--- src/rtl/seq_detector_param.sv ---
// Serial pattern detector with a runtime-loadable pattern of programmable
// length, overlapping or non-overlapping matching, an internal sample tick
// derived from sys_clk, and a saturating match counter mirrored onto LEDs.
module seq_detector_param #(
    parameter int                PAT_W   = 8,
    parameter logic [PAT_W-1:0]  PATTERN = 8'b10111001,
    parameter bit                OVERLAP = 1'b1,
    parameter int                DIV_N   = 1,
    parameter int                CNT_W   = 8,
    localparam int               LEN_W   = $clog2(PAT_W + 1)
) (
    input  logic              sys_clk,
    input  logic              sys_rst_n,
    input  logic              seq,
    input  logic              cfg_load,
    input  logic [PAT_W-1:0]  cfg_pattern,
    input  logic [LEN_W-1:0]  cfg_len,
    input  logic              cfg_overlap,
    input  logic              cnt_clr,
    output logic              ans,
    output logic              ans_pulse,
    output logic [CNT_W-1:0]  match_cnt,
    output logic [7:0]        LED
);

    localparam int               DIV_W    = (DIV_N > 1) ? $clog2(DIV_N) : 1;
    localparam logic [DIV_W-1:0] DIV_LAST = DIV_W'(DIV_N - 1);
    localparam logic [LEN_W-1:0] LEN_MAX  = LEN_W'(PAT_W);
    localparam logic [CNT_W-1:0] CNT_MAX  = '1;

    // The oldest bit of the shifted history is compared but never needs to
    // be kept, so only PAT_W-1 bits are stored.
    logic [DIV_W-1:0] div_cnt_q, div_cnt_d;
    logic [PAT_W-2:0] hist_q,    hist_d;
    logic [LEN_W-1:0] fill_q,    fill_d;
    logic [PAT_W-1:0] pat_q,     pat_d;
    logic [LEN_W-1:0] len_q,     len_d;
    logic             ovl_q,     ovl_d;
    logic             ans_q,     ans_d;
    logic             pulse_q,   pulse_d;
    logic [CNT_W-1:0] cnt_q,     cnt_d;

    logic             tick;
    logic [PAT_W-1:0] h_shift;
    logic [PAT_W-1:0] mask;
    logic             bits_hit;
    logic             enough_bits;
    logic             match;
    logic [LEN_W-1:0] cfg_len_clamped;

    assign tick    = (div_cnt_q == DIV_LAST);
    assign h_shift = {hist_q, seq};

    // Mask covers the low len_q bits: only the newest len_q samples matter.
    for (genvar gi = 0; gi < PAT_W; gi++) begin : g_mask
        assign mask[gi] = (LEN_W'(gi) < len_q);
    end

    assign bits_hit    = (((h_shift ^ pat_q) & mask) == '0);
    assign enough_bits = (({1'b0, fill_q} + 1'b1) >= {1'b0, len_q});
    assign match       = bits_hit && enough_bits;

    // Clamp the requested length into 1..PAT_W.
    always_comb begin
        cfg_len_clamped = cfg_len;
        if (cfg_len == '0) begin
            cfg_len_clamped = LEN_W'(1);
        end else if (cfg_len > LEN_MAX) begin
            cfg_len_clamped = LEN_MAX;
        end
    end

    // Next-state logic: configuration load beats a tick, counter clear beats
    // a counted match; the tick divider runs regardless of loads.
    always_comb begin
        div_cnt_d = tick ? '0 : div_cnt_q + DIV_W'(1);
        hist_d    = hist_q;
        fill_d    = fill_q;
        pat_d     = pat_q;
        len_d     = len_q;
        ovl_d     = ovl_q;
        ans_d     = ans_q;
        pulse_d   = 1'b0;
        cnt_d     = cnt_q;

        if (cfg_load) begin
            pat_d  = cfg_pattern;
            len_d  = cfg_len_clamped;
            ovl_d  = cfg_overlap;
            hist_d = '0;
            fill_d = '0;
            ans_d  = 1'b0;
        end else if (tick) begin
            hist_d = h_shift[PAT_W-2:0];
            if (match && !ovl_q) begin
                fill_d = '0;
            end else if (fill_q != LEN_MAX) begin
                fill_d = fill_q + LEN_W'(1);
            end
            ans_d   = match;
            pulse_d = match;
            if (match && (cnt_q != CNT_MAX)) begin
                cnt_d = cnt_q + CNT_W'(1);
            end
        end

        if (cnt_clr) begin
            cnt_d = '0;
        end
    end

    // State register; reset reloads the power-up pattern, length and mode.
    always_ff @(posedge sys_clk or negedge sys_rst_n) begin
        if (!sys_rst_n) begin
            div_cnt_q <= '0;
            hist_q    <= '0;
            fill_q    <= '0;
            pat_q     <= PATTERN;
            len_q     <= LEN_MAX;
            ovl_q     <= OVERLAP;
            ans_q     <= 1'b0;
            pulse_q   <= 1'b0;
            cnt_q     <= '0;
        end else begin
            div_cnt_q <= div_cnt_d;
            hist_q    <= hist_d;
            fill_q    <= fill_d;
            pat_q     <= pat_d;
            len_q     <= len_d;
            ovl_q     <= ovl_d;
            ans_q     <= ans_d;
            pulse_q   <= pulse_d;
            cnt_q     <= cnt_d;
        end
    end

    assign ans       = ans_q;
    assign ans_pulse = pulse_q;
    assign match_cnt = cnt_q;

    if (CNT_W >= 8) begin : g_led_trunc
        assign LED = cnt_q[7:0];
    end else begin : g_led_ext
        assign LED = {{(8 - CNT_W){1'b0}}, cnt_q};
    end

endmodule
--- config.mk ---
export PLATFORM = sky130hd
export DESIGN_NAME = seq_detector_param
export DESIGN_NICKNAME = d
export VERILOG_FILES = /design/src/rtl/seq_detector_param.sv
export SDC_FILE = /design/constraint.sdc
export NUM_CORES = 1
export LEC_CHECK = 0
export ABC_AREA = 1
export BUFFER_PORTS_ARGS = -buffer_cell sky130_fd_sc_hd__buf_2
export CAP_MARGIN = 20
export CORE_UTILIZATION = 55
export CTS_CLUSTER_DIAMETER = 150
export DETAILED_ROUTE_END_ITERATION = 16
export GPL_ROUTABILITY_DRIVEN = 1
export PLACE_DENSITY = 0.84
export SLEW_MARGIN = 40
export SYNTH_ARGS = -nofsm -noshare
export SYNTH_HDL_FRONTEND = slang
export SYNTH_SLANG_ARGS = --single-unit
--- constraint.sdc ---
create_clock -name sys_clk -period 2.3 [get_ports sys_clk]
set_clock_uncertainty 0.1 [all_clocks]
set_input_delay 0.23 -clock sys_clk [delete_from_list [all_inputs] [get_ports sys_clk]]
set_output_delay 0.23 -clock sys_clk [all_outputs]
set_load 0.05 [all_outputs]
# Word level (Yosys, flattened, before mapping)
# Cells that the tools add are included.
# totals
reg_bits	35
input_bits	18
elab_cells	57
out_inout_bits	18
# op_classes
n_mux	17
order_cmp	10
eq_ne	5
bitwise	2
n_reduce_logical	10
n_addsub	4
# op_table
operator	count
8-bit two-way mux	4
4-bit two-way mux	6
3-bit by 4-bit less-than comparator with 1-bit output (first input constant)	4
7-bit two-way mux	2
8-bit by 1-bit adder with 8-bit output (second input constant)	1
8-bit bitwise AND	1
8-bit logical NOT	1
1-bit by 4-bit less-than comparator with 1-bit output (first input constant)	2
2-bit by 4-bit less-than comparator with 1-bit output (first input constant)	2
8-bit != test (second input constant)	1
8-bit bitwise XOR	1
4-bit by 1-bit adder with 5-bit output (second input constant)	1
5-bit by 4-bit >= comparator with 1-bit output	1
1-bit two-way mux	5
4-bit by 1-bit adder with 4-bit output (second input constant)	1
4-bit greater-than comparator (second input constant)	1
4-bit logical NOT	1
2-bit != test (second input constant)	2
4-bit != test (second input constant)	1
1-bit logical AND	3
3-bit AND reduction	1
3-bit nonzero test	1
2-bit by 1-bit != test with 1-bit output (second input constant)	1
2-bit AND reduction	1
other kinds (3)	3

# Logic depth before layout (Yosys ltp)
# depth
ltp_word	9
depth_mapped	11
mapped_depth_nobuf	11

# Worst setup path after synthesis
# OpenSTA, ideal clock, no wires.
# synth_timing
kind	register to register
startpoint	register cnt_q[0], in the netlist LED[0]
endpoint	register cnt_q[2], in the netlist LED[2]
path_stages_with_launch	11
path_slack_ps	313
arrival_time_ps	1768
cell_sequence	dfrtp_1 ha_1 nand3_2 nor2_2 nand2_1 nor2_2 nand2_2 nand4_2 nand2_4 nand3_1 nand2_1
# synth_via
elab_chain_len	5
elab_cells_between_ends	9
# synth_lines
item	line_no	rtl
from (decl)	41	logic [CNT_W-1:0] cnt_q, cnt_d;
from (signal assigned)	133	cnt_q <= cnt_d;
8-bit by 1-bit adder with 8-bit output	103	cnt_d = cnt_q + CNT_W'(1);
8-bit two-way mux	102	if (match && (cnt_q != CNT_MAX)) begin
8-bit two-way mux	93	end else if (tick) begin
8-bit two-way mux	86	if (cfg_load) begin
8-bit two-way mux	107	if (cnt_clr) begin
# Parallel ways exist; a longest one is shown, timed or not. The select of a mux whose other input is x is not followed.
# A chain may end at the register's enable or synchronous reset.

# Worst setup path in the final report
# layout_timing
startpoint	register fill_q[0]
endpoint	register fill_q[0]
# layout_via
elab_chain_len	7
elab_cells_between_ends	12
# layout_lines
item	line_no	rtl
from (decl)	35	logic [LEN_W-1:0] fill_q, fill_d;
from (signal assigned)	127	fill_q <= fill_d;
4-bit by 1-bit adder with 5-bit output	60	assign enough_bits = (({1'b0, fill_q} + 1'b1) >= {1'b0, len_q});
5-bit by 4-bit >= comparator with 1-bit output	60	
1-bit logical AND	61	assign match = bits_hit && enough_bits;
1-bit logical AND	95	if (match && !ovl_q) begin
4-bit two-way mux	95	
4-bit two-way mux	93	
4-bit two-way mux	86	
# Parallel ways exist; a longest one is shown, timed or not. The select of a mux whose other input is x is not followed.

==> results.py <==
metrics = {
    "power_and_ir_drop": {
        "p_switching_uw": 465,
        "powerDensity_mw_per_mm2": 567,
        "ir_drop_uv": 523,
        "p_int_uw": 857,
        "p_clk_share_pct": 24.8,
        "combPwrFrac_pct": 25.5,
        "pwr-share-seq_pct": 49.7,
        "leakagePower_uw": 0.00123,
        "finalPower_uw": 1320,
        "p_sw_share_pct": 35.2,
    },
    "place": {
        "preCtsSetupSlack_ns": 0.160,
        "place_congestion": 0.823,
        "place_area_mm2": 0.00214,
        "dp_hpwl_um": 2820,
        "port-buffer-count": 35,
    },
    "worst_setup_path": {
        "regToRegEndpoint": "fill_q[0]$_DFFE_PN0P_",
        "startpoint_type": "register",
        "crit_required_ns": 2.43,
        "end_kind": "register",
        "worst_ep_arrival_time_ns": 2.27,
        "worst-path-max-fanout": 4,
        "reg2reg_depth": 10,
        "worstReg2RegStart": "fill_q[0]$_DFFE_PN0P_",
        "critical_path_class": "register to register",
        "rrSetupSlack_ns": 0.16,
    },
    "worst_hold_path": {
        "hold_start": "cfg_len[0]",
        "worstHoldPathType": "input pin to register",
        "min_to": "len_q[0]$_DFFE_PN0P_",
        "whs_path_depth": 3,
    },
    "grt": {
        "grt_max_degree": 34,
        "antenna_found_initial": 0,
        "grt-ovfl-total": 0,
        "globalRouteTotalUtil_pct": 24.0,
        "grt_pass1_wl_um": 7280,
        "grt_pass1_vias": 1673,
    },
    "sta": {
        "slew_viol_final": 0,
        "setup_viol_count_final": 0,
        "max_freq_mhz": 468,
        "min_period_ns": 2.14,
        "fin_crit_sh_pct": 92.9,
        "worst_pin_slew_ns": 0.420,
        "final_hold_viol_count": 0,
        "setup_ws_ns": 0.164,
        "relSlewSlack_pct": 72.0,
        "whs_ns": 0.0439,
    },
    "routing": {
        "wire_per_inst_um": 11.3,
        "routed_wl_um": 3920,
        "vias_per_cell": 5.02,
        "drc": 0,
        "drtIter0Drc": 62,
        "drtAntennaViolNets": 0,
        "dr_total_vias": 1747,
        "dr.pass1.iters": 4,
    },
    "clocking": {
        "tritoncts": "yes",
        "clkSlewWorstSetupHoldPaths_ns": 0.10,
        "clockBufferDepth": 2,
        "clk_latency_ns": 0.35,
        "cts_buffers": 5,
        "cts-htree-levels": 2,
        "clkSinkCount": 33,
        "cts_root_buf": "clkbuf_4",
    },
    "synth": {
        "postSynthAreaPerCell_um2": 7.68,
        "synth-seq-cells": 33,
        "synthFlopType": "dfrtp_1",
        "netlist_area_mm2": 0.00199,
        "async_flop_share_pct": 100,
        "ys_seq_area_share_pct": 42.0,
        "syn_nets": 284,
        "synth_enable_flop_cells": 0,
        "synthCells": 259,
        "ys_types": 28,
        "synth_warnings": 0,
    },
    "final_layout": {
        "drive_above_1_share_pct": 26.5,
        "syn2layout_area_growth_pct": 17.3,
        "nNetsFinal": 326,
        "postLayoutCellArea_mm2": 0.00233,
        "num-fill-cells": 273,
        "diodes": 0,
    },
    "floorplanning": {
        "core_area_mm2": 0.00339,
        "start_util_pct": 58.7,
        "die_x_um": 62.1,
        "ios": 36,
        "die_height_um": 62.1,
        "num_rows": 21,
        "dieArea_mm2": 0.00386,
    },
    "run_status": {
        "status": "finished, final reports clean",
    },
    "run": {
        "maxCapViolations": 0,
    },
}
==> worst max path at each step <==
stage                          start               endpoint  slack [ns]  cells past startpoint
3_3_place_gp   fill_q[0]$_DFFE_PN0P_  fill_q[1]$_DFFE_PN0P_        0.27                     10
6_report       fill_q[0]$_DFFE_PN0P_  fill_q[0]$_DFFE_PN0P_        0.16                     10
3_5_place_dp   fill_q[0]$_DFFE_PN0P_  fill_q[1]$_DFFE_PN0P_        0.16                     10
5_1_grt        fill_q[0]$_DFFE_PN0P_     LED[4]$_DFFE_PN0P_       -0.01                     11
4_1_cts        fill_q[0]$_DFFE_PN0P_  fill_q[1]$_DFFE_PN0P_        0.14                     10
2_1_floorplan     LED[0]$_DFFE_PN0P_     LED[2]$_DFFE_PN0P_        0.31                     10
==> synthesized netlist by cell type (5+ instances only) <==
cell / number / area, um2
dfstp_2: 7 / 184
nor2_2: 5 / 31.3
buf_4: 9 / 67.6
ha_1: 7 / 87.6
nand2_2: 6 / 37.5
dfrtp_1: 26 / 651
a21oi_1: 6 / 30.0
nand2_1: 72 / 270
inv_1: 34 / 128
nand3_1: 25 / 125
inv_2: 5 / 18.8
o21ai_0: 11 / 55.1
nor2_1: 19 / 71.3
==> cells in the final DEF, fill, tap and decap left out, types with 3 or more instances in the layout <==
master	netlist	final
nor2_2	5	5
dfstp_2	7	7
nand2_1	72	72
nand3_2	3	4
buf_2	1	34
inv_2	5	5
o21ai_0	11	11
nor2_1	19	19
inv_1	34	34
nand2_2	6	6
dlygate4sd3_1	0	11
clkbuf_4	0	5
buf_4	9	3
nand3_1	25	24
a21oi_1	6	6
xor2_1	4	4
ha_1	7	7
dfrtp_1	26	26
==> per-layer routing <==
metal | wire length [um] | up-vias | track usage [%]
li1 | - | 884 | -
met1 | 1750 | 820 | 29.9
met2 | 1940 | 34 | 40.1
met3 | 167 | 9 | 6.62
met4 | 65 | 0 | 7.85
met5 | 0 | - | 0
==> power by group through the flow <==
| stage | sequential (uW) | clock (uW) | combinational (uW) |
|---|---|---|---|
| after floorplan | 681 | 0 | 227 |
| after global placement | 664 | 0 | 308 |
| after detailed placement | 667 | 0 | 317 |
| after CTS | 657 | 337 | 332 |
| after global routing | 664 | 367 | 385 |
| final | 657 | 328 | 337 |
==> cell type report <==
type / count / area, um2 / share of cell area, %
inverters: 39 / 146 / 6.28
well taps: 46 / 57.6 / 2.47
repair buffers: 48 / 303 / 13.0
flip-flops and latches: 33 / 835 / 35.8
clock inverters: 3 / 17.5 / 0.751
multi-input cells: 174 / 936 / 40.1
clock buffers: 5 / 37.5 / 1.61
==> flip-flops by register name (all words and copies together) (netlist names) <==
name / cells
LED: 8
ans: 1
fill_q: 4
hist_q: 7
len_q: 4
ovl_q: 1
pat_q: 8
==> kinds of logic (layout without fill, tap and decap cells) <==
family / after synthesis / in the layout / share of synthesized area, %
flops: 33 / 33 / 42.0
simple gates: 141 / 141 / 34.0
compound gates: 20 / 20 / 5.35
xor+xnor: 6 / 6 / 2.64
buf+inv: 52 / 95 / 11.6
fa+ha+maj: 7 / 7 / 4.41
==> critical path, cell delays in order, from the launching register on <==
cell,delay [ns]
dfrtp_1,0.43
ha_1,0.24
xor2_1,0.18
ha_1,0.32
nand2_1,0.05
nor2_1,0.11
nand2_1,0.07
nand4_2,0.15
nand3_2,0.12
o21ai_4,0.19
nor2_1,0.07
==> per-stage QoR <==
| step | setup TNS, ns | cells | utilization [%] |
|---|---|---|---|
| 2_1_floorplan | 0 | 259 | - |
| 3_3_place_gp | 0 | 328 | 63.3 |
| 3_5_place_dp | 0 | 328 | 63.3 |
| 4_1_cts | 0 | 347 | 68.1 |
| 5_1_grt | -0.0363 | 348 | 68.8 |
| 6_report | 0 | 348 | 68.8 |
==> timing repair <==
item                                   in CTS  in global routing
buffers inserted                            0                  1
hold buffers                               11                  0
gates resized for setup                     0                  2
setup endpoints to repair                   0                  4
endpoints found under the hold margin      36                  0
(Power assumes the default switching activity.)
